--- config.mk ---
export PLATFORM = sky130hd
export DESIGN_NAME = instr_encoder
export DESIGN_NICKNAME = d
export VERILOG_FILES = /design/src/rtl/instr_encoder.sv
export SDC_FILE = /design/constraint.sdc
export NUM_CORES = 1
export LEC_CHECK = 0
export BUFFER_PORTS_ARGS = -buffer_cell sky130_fd_sc_hd__buf_4
export CORE_AREA = 4 4 121 77
export DETAILED_ROUTE_END_ITERATION = 8
export DIE_AREA = 0 0 125 81
export PLACE_DENSITY = 0.64
export SLEW_MARGIN = 20
export SYNTH_ARGS = -nofsm -noshare
export SYNTH_HDL_FRONTEND = slang
export SYNTH_SLANG_ARGS = --single-unit
--- constraint.sdc ---
create_clock -name clk -period 1.44 [get_ports clk]
set_input_delay 0.144 -clock clk [delete_from_list [all_inputs] [get_ports clk]]
set_output_delay 0.144 -clock clk [all_outputs]
set_load 0.02 [all_outputs]
--- src/rtl/instr_encoder.sv ---
// ---------------------------------------------------------------------------
// instr_encoder
//
// Sequential MIPS instruction encoder and program loader. It takes one
// instruction per valid/ready handshake, given as a mnemonic code plus
// register, immediate and jump-target fields. It assembles the 32-bit MIPS
// word in R, I or J format and writes it into instruction memory at
// consecutive word addresses, starting from address 0 on every new load.
//
// Parameters
//   ADDR_WIDTH  instruction memory word-address width (DEPTH = 2**ADDR_WIDTH)
//
// Ports
//   clk        clock, all state changes on the rising edge
//   reset      asynchronous, active-high; returns everything to IDLE
//   start      begins a new load at address 0 (only honoured in IDLE)
//   in_valid   source presents an instruction
//   in_ready   encoder can accept (high only in LOAD)
//   in_op      mnemonic code (0..13 legal, 14/15 illegal)
//   in_rs/rt/rd  register fields
//   in_imm     16-bit immediate/offset, inserted unmodified
//   in_target  26-bit jump target
//   in_last    marks the final instruction of the program
//   mem_we     instruction memory write strobe
//   mem_addr   write word address
//   mem_wdata  encoded instruction word
//   busy       encoder is not idle
//   done       one-cycle pulse when the load completes
//   err        sticky: an illegal in_op was seen during this load
//   full       sticky: memory filled before in_last arrived
//   count      number of words written in this load
// ---------------------------------------------------------------------------
module instr_encoder #(
    parameter int ADDR_WIDTH = 8
) (
    input  logic                  clk,
    input  logic                  reset,
    input  logic                  start,
    input  logic                  in_valid,
    output logic                  in_ready,
    input  logic [3:0]            in_op,
    input  logic [4:0]            in_rs,
    input  logic [4:0]            in_rt,
    input  logic [4:0]            in_rd,
    input  logic [15:0]           in_imm,
    input  logic [25:0]           in_target,
    input  logic                  in_last,
    output logic                  mem_we,
    output logic [ADDR_WIDTH-1:0] mem_addr,
    output logic [31:0]           mem_wdata,
    output logic                  busy,
    output logic                  done,
    output logic                  err,
    output logic                  full,
    output logic [ADDR_WIDTH:0]   count
);

    // FSM state encoding
    localparam logic [1:0] IDLE  = 2'd0;
    localparam logic [1:0] LOAD  = 2'd1;
    localparam logic [1:0] WRITE = 2'd2;
    localparam logic [1:0] DONE  = 2'd3;

    // Mnemonic codes presented on in_op
    localparam logic [3:0] OP_ADD  = 4'd0;
    localparam logic [3:0] OP_SUB  = 4'd1;
    localparam logic [3:0] OP_AND  = 4'd2;
    localparam logic [3:0] OP_OR   = 4'd3;
    localparam logic [3:0] OP_SLT  = 4'd4;
    localparam logic [3:0] OP_ADDI = 4'd5;
    localparam logic [3:0] OP_SLTI = 4'd6;
    localparam logic [3:0] OP_ANDI = 4'd7;
    localparam logic [3:0] OP_ORI  = 4'd8;
    localparam logic [3:0] OP_XORI = 4'd9;
    localparam logic [3:0] OP_BEQ  = 4'd10;
    localparam logic [3:0] OP_LW   = 4'd11;
    localparam logic [3:0] OP_SW   = 4'd12;
    localparam logic [3:0] OP_J    = 4'd13;

    // MIPS primary opcodes
    localparam logic [5:0] OPC_RTYPE = 6'h00;
    localparam logic [5:0] OPC_J     = 6'h02;
    localparam logic [5:0] OPC_BEQ   = 6'h04;
    localparam logic [5:0] OPC_ADDI  = 6'h08;
    localparam logic [5:0] OPC_SLTI  = 6'h0A;
    localparam logic [5:0] OPC_ANDI  = 6'h0C;
    localparam logic [5:0] OPC_ORI   = 6'h0D;
    localparam logic [5:0] OPC_XORI  = 6'h0E;
    localparam logic [5:0] OPC_LW    = 6'h23;
    localparam logic [5:0] OPC_SW    = 6'h2B;

    // R-type function codes
    localparam logic [5:0] FN_ADD = 6'h20;
    localparam logic [5:0] FN_SUB = 6'h22;
    localparam logic [5:0] FN_AND = 6'h24;
    localparam logic [5:0] FN_OR  = 6'h25;
    localparam logic [5:0] FN_SLT = 6'h2A;

    // Last writable word address; reaching it without in_last means full
    localparam logic [ADDR_WIDTH-1:0] ADDR_MAX = {ADDR_WIDTH{1'b1}};

    logic [1:0]            state;
    logic [ADDR_WIDTH-1:0] addr;
    logic [31:0]           word;
    logic                  last_q;

    // Combinational encoder results for the instruction currently on the bus
    logic                  is_rtype;
    logic                  is_itype;
    logic                  is_jtype;
    logic [5:0]            enc_opcode;
    logic [5:0]            enc_funct;
    logic                  enc_legal;
    logic [31:0]           enc_word;

    // Classify the mnemonic into a format and pick its opcode / funct.
    // Codes 14 and 15 fall through to the default and are flagged illegal,
    // so only operations the pipeline control path understands get emitted.
    always_comb begin
        is_rtype   = 1'b0;
        is_itype   = 1'b0;
        is_jtype   = 1'b0;
        enc_opcode = OPC_RTYPE;
        enc_funct  = 6'h00;
        case (in_op)
            OP_ADD:  begin is_rtype = 1'b1; enc_funct = FN_ADD; end
            OP_SUB:  begin is_rtype = 1'b1; enc_funct = FN_SUB; end
            OP_AND:  begin is_rtype = 1'b1; enc_funct = FN_AND; end
            OP_OR:   begin is_rtype = 1'b1; enc_funct = FN_OR;  end
            OP_SLT:  begin is_rtype = 1'b1; enc_funct = FN_SLT; end
            OP_ADDI: begin is_itype = 1'b1; enc_opcode = OPC_ADDI; end
            OP_SLTI: begin is_itype = 1'b1; enc_opcode = OPC_SLTI; end
            OP_ANDI: begin is_itype = 1'b1; enc_opcode = OPC_ANDI; end
            OP_ORI:  begin is_itype = 1'b1; enc_opcode = OPC_ORI;  end
            OP_XORI: begin is_itype = 1'b1; enc_opcode = OPC_XORI; end
            OP_BEQ:  begin is_itype = 1'b1; enc_opcode = OPC_BEQ;  end
            OP_LW:   begin is_itype = 1'b1; enc_opcode = OPC_LW;   end
            OP_SW:   begin is_itype = 1'b1; enc_opcode = OPC_SW;   end
            OP_J:    begin is_jtype = 1'b1; enc_opcode = OPC_J;    end
            default: begin end
        endcase
    end

    // Assemble the word from the selected format. Fields that the format
    // does not use are simply not looked at (e.g. in_rd for I-type), and
    // immediates/offsets go in exactly as supplied.
    always_comb begin
        enc_legal = is_rtype | is_itype | is_jtype;
        enc_word  = 32'h0000_0000;
        if (is_rtype) begin
            enc_word = {OPC_RTYPE, in_rs, in_rt, in_rd, 5'd0, enc_funct};
        end else if (is_itype) begin
            enc_word = {enc_opcode, in_rs, in_rt, in_imm};
        end else if (is_jtype) begin
            enc_word = {enc_opcode, in_target};
        end
    end

    // Main load sequencer. LOAD accepts one instruction, WRITE spends one
    // cycle driving the memory port, then either returns for the next
    // instruction or finishes. An illegal op is swallowed in LOAD without
    // a write and without advancing the address. The address wraps to zero
    // after the last word, but the load always ends there with full set, so
    // the wrap is never used to overwrite anything.
    always_ff @(posedge clk or posedge reset) begin
        if (reset) begin
            state  <= IDLE;
            addr   <= '0;
            count  <= '0;
            word   <= 32'h0000_0000;
            last_q <= 1'b0;
            err    <= 1'b0;
            full   <= 1'b0;
        end else begin
            case (state)
                IDLE: begin
                    if (start) begin
                        state  <= LOAD;
                        addr   <= '0;
                        count  <= '0;
                        err    <= 1'b0;
                        full   <= 1'b0;
                        last_q <= 1'b0;
                    end
                end
                LOAD: begin
                    if (in_valid) begin
                        if (enc_legal) begin
                            word   <= enc_word;
                            last_q <= in_last;
                            state  <= WRITE;
                        end else begin
                            err   <= 1'b1;
                            state <= in_last ? DONE : LOAD;
                        end
                    end
                end
                WRITE: begin
                    addr  <= addr + 1'b1;
                    count <= count + 1'b1;
                    if (last_q) begin
                        state <= DONE;
                    end else if (addr == ADDR_MAX) begin
                        full  <= 1'b1;
                        state <= DONE;
                    end else begin
                        state <= LOAD;
                    end
                end
                DONE: begin
                    state <= IDLE;
                end
                default: begin
                    state <= IDLE;
                end
            endcase
        end
    end

    // Outputs decode directly from state so that an asynchronous reset
    // drops mem_we, busy and the handshake in the same cycle it is applied.
    always_comb begin
        in_ready  = (state == LOAD);
        mem_we    = (state == WRITE);
        busy      = (state != IDLE);
        done      = (state == DONE);
        mem_addr  = addr;
        mem_wdata = word;
    end

endmodule

==> summary by stage <==
Place
The worst slack at placement is -22.7 ps. Routability-driven placement finished with a final weighted congestion of 0.790. Detailed placement ended at an HPWL of between 6 and 7 mm. The port buffer count is about 120.

Synthesis
Counting distinct cell types in the post-synthesis netlist gives 48. The count of flip-flops with a built-in enable after synthesis is 0. Counting flops with an async set or reset pin after synthesis yields a share of 1.00. When the netlist entered floorplanning its net count stood at 381. Counting every instance in the synthesized netlist gives between 300 and 400. The Yosys step of the flow raised 0 warnings. For this run, the register share of the synthesized area comes to 0.470.

The post-synthesis register bit count is 53. The prevailing post-synth register cell is sky130_fd_sc_hd__dfrtp_1. The average instance in the mapped netlist occupies 9.01 um2. The post-synthesis instance area is between 2000 and 3000 um2.

Clocking
The later pin in the worst-skew pair is clocked with a latency of 280 ps. The TritonCTS buffer count is 5. The clock tree synthesis step divided the H-tree into 2 levels. TritonCTS built the clock tree. The clock transition time at the flip-flop clock pins of the worst setup and hold paths is 70 ps. CTS saw 53 sinks. The clock root buffer is sky130_fd_sc_hd__clkbuf_16. The maximum root-to-sink buffer count is 2.

Route
Dividing the detail-routed via count by the number of cells gives roughly 5. The count of TritonRoute iterations in the first routing pass is 5. The final antenna-violating net count is 0. The final layout contains routed wiring with a total length of slightly below 9 mm.

The first routing iteration left roughly 190 violations. The number of DRC violations after detailed routing is 0. The detailed router placed 2771 vias in this run. The post-detailed-route wirelength per cell is 15.7 um.

Critical path
In this run the worst path has a maximum fanout of 11. The element type at the critical path start is a flop. Across all register-to-register paths, the minimum setup slack is 40 ps.

Among all stages on the critical path, the largest delay is contributed by sky130_fd_sc_hd__dfrtp_1. STA classifies the critical path endpoint as a flop. The critical path goes through buf_4 -> or2_4 -> or2_4 -> o211ai_1 -> o31ai_1. The worst reg2reg path depth is 5. The worst flop-to-flop path startpoint is state[0]$_DFFE_PP0P_.

The largest single stage delay on the critical path is approximately 420 ps. At the worst endpoint, the arrival time is 1560 ps. Counting stages on the worst path, the most repeated cell is sky130_fd_sc_hd__or2_4. The worst setup path is of the flop to flop kind. The worst path buffer plus inverter count is 1. In this run the critical register-to-register path is captured at mem_addr[6]$_DFFE_PP0P_. Data on the critical path is required at its endpoint by roughly 1600 ps. Tracing the worst setup path back leads to its startpoint at state[0]$_DFFE_PP0P_. The cell type group with the largest total delay on the critical path is simple AND/OR/NAND/NOR gates.

Floorplan
In this run the horizontal extent of the chip is about 130 um. From bottom edge to top edge, the die measures just over 80 um. The cell row count is 26. The core outline area is slightly above 8000 um2. Pin placement for this block handled approximately 120 I/O pins.

The initial core utilization is 0.341. The die covers between 10000 and 15000 um2.

STA
Setup repair after global routing could not meet its margin everywhere. Once routing completed, OpenROAD measured the worst setup slack at approximately 43 ps. The part of the cycle the worst path needs is 0.970.

Across the routed clock network, the largest skew measured is between 1.5 and 2 ps. The number of hold violations in the final report is 0. The worst-case hold slack is between 100 and 150 ps. The worst path in the final design needs a cycle of roughly 1400 ps, including I/O delays and setup. Timing would allow up to between 0.7 and 0.8 GHz. The final count of pins violating max slew is 0. The number of endpoints failing setup at the final stage is 0.

Flow run
The number of max-cap violations is 0.

Global routing
The maximum number of pins on one net before global-route repair is between 50 and 60. The total routing usage reported by global routing is 0.160. The initial antenna violation count is 0.

For this run the aggregate overflow at the end of global routing stands at 0. The number of global-route vias before repair is roughly 2500. The first global-routing pass estimated ~13 mm of wire.

Layout
The area growth from synthesis to layout is 48.8%. The diode insertion count for antenna repair is 0. The net total in the final layout is approximately 510. The commonest non-fill, non-tap cell in the layout is sky130_fd_sc_hd__buf_4. In the final layout, the share of cells above drive strength 1 is 0.394.

In the layout the commonest cells are sky130_fd_sc_hd__buf_4 (136), sky130_fd_sc_hd__dfrtp_1 (52), sky130_fd_sc_hd__nor2_1 (50).

Hold path
The worst hold path passes through 3 cells. The startpoint identified for the worst hold timing path is in_rs[2]. The class of the tightest hold or removal check is input port to flop. For hold timing, the worst endpoint is mem_wdata[23]$_DFFE_PP0P_.

Power and ir drop
For this design the static power due to leakage is ~2 nW. Power spread over the standard cell area amounts to about 1700 nW/um2. VDD sags by at most 694 uV. The total power of the final layout is 7.01 mW.

Run status
The flow ran to the end, and the final reports show no timing, DRC or antenna violations.
==> sequential cells by signal, summed over array words and instances (netlist names) <==
name       count
full           1
mem_wdata     31
count          9
last_q         1
state          2
mem_addr       8
err            1
==> through the flow <==
stage               instance area [um2]  std cells  setup TNS [ps]   util
floorplan                          2820        313               0      -
global placement                   3920        544          -0.267  0.475
detailed placement                 3920        544           -65.7  0.475
CTS                                4080        553               0  0.494
global route                       4200        556           -85.6  0.508
finish                             4200        556               0  0.508
==> layout make-up <==
| type | count | area [um2] |
|---|---|---|
| Inverter | 14 | 55.1 |
| Multi-Input combinational cell | 227 | 1410 |
| Clock buffer | 8 | 136 |
| Sequential cell | 53 | 1330 |
| Tap cell | 112 | 140 |
| Timing Repair Buffer | 142 | 1130 |
| Fill cell | 777 | 4070 |
==> logic make-up (layout without fill, tap and decap cells) <==
family          count (synthesis)  in the layout  synth area share
compound gates                 85             85             0.207
xor+xnor                        1              1           0.00310
fa+ha+maj                       2              2           0.00887
buf+inv                        33            164            0.0599
flops                          53             53             0.470
mux                            10             10            0.0355
other cells                     1              1           0.00133
simple gates                  128            128             0.215
==> cell usage after synthesis, types with 3 or more instances <==
| cell type | n | share of area |
|---|---|---|
| sky130_fd_sc_hd__dfrtp_1 | 53 | 0.47 |
| sky130_fd_sc_hd__nor2_1 | 51 | 0.068 |
| sky130_fd_sc_hd__nand2_1 | 36 | 0.048 |
| sky130_fd_sc_hd__o21ai_0 | 31 | 0.055 |
| sky130_fd_sc_hd__a221oi_1 | 14 | 0.043 |
| sky130_fd_sc_hd__inv_1 | 13 | 0.017 |
| sky130_fd_sc_hd__buf_2 | 12 | 0.021 |
| sky130_fd_sc_hd__mux2i_1 | 10 | 0.035 |
| sky130_fd_sc_hd__nand3_1 | 9 | 0.016 |
| sky130_fd_sc_hd__a211oi_1 | 8 | 0.021 |
| sky130_fd_sc_hd__a21oi_1 | 7 | 0.012 |
| sky130_fd_sc_hd__buf_4 | 6 | 0.016 |
| sky130_fd_sc_hd__o31ai_1 | 6 | 0.016 |
| sky130_fd_sc_hd__a31oi_1 | 5 | 0.011 |
| sky130_fd_sc_hd__nand4_1 | 4 | 0.0089 |
| sky130_fd_sc_hd__nor3b_1 | 4 | 0.011 |
| sky130_fd_sc_hd__and2_1 | 3 | 0.0067 |
| sky130_fd_sc_hd__and3_1 | 3 | 0.0067 |
| sky130_fd_sc_hd__o211ai_1 | 3 | 0.0080 |
==> worst register-to-register path, delay by kind of cell, from the launching register on <==
family	cells	cell delay (ps)
AO/OA/AOI/OAI	2	200
buffers and inverters	1	150
flip-flops	1	420
AND/OR/NAND/NOR	2	510
==> metal layers <==
| layer | share of wire | routed length, um | track usage |
|---|---|---|---|
| met3 | 0.044 | 386 | 0.0407 |
| met1 | 0.50 | 4340 | 0.242 |
| met4 | 0.0064 | 56 | 0.0335 |
| met5 | 0 | 0 | 0 |
| met2 | 0.45 | 3940 | 0.231 |
==> how the worst max path moves through the flow <==
| stage | cells past startpoint | endpoint | slack (ps) |
|---|---|---|---|
| floorplan | 1 | count[0]$_DFFE_PP0P_ | 6 |
| global placement | 4 | mem_addr[6]$_DFFE_PP0P_ | -0.3 |
| detailed placement | 4 | mem_addr[6]$_DFFE_PP0P_ | -20 |
| CTS | 4 | mem_we | 8 |
| global route | 5 | mem_wdata[9]$_DFFE_PP0P_ | -50 |
| finish | 5 | mem_addr[6]$_DFFE_PP0P_ | 40 |
==> repair_timing <==
action	in CTS	in global routing
cloned	0	1
setup endpoints to repair	11	26
buffers inserted	0	2
resized for setup	5	15
hold buffers	1	0
hold endpoints to repair	53	0
pin swaps	0	3
==> where the power goes <==
group          internal [mW]  total, mW  switching (mW)
Clock                  0.648       1.16           0.507
Sequential              2.02       2.37           0.347
Combinational           1.57       3.49            1.92
Total                   4.24       7.01            2.77
Note: power is estimated with default switching activity, not from simulation.
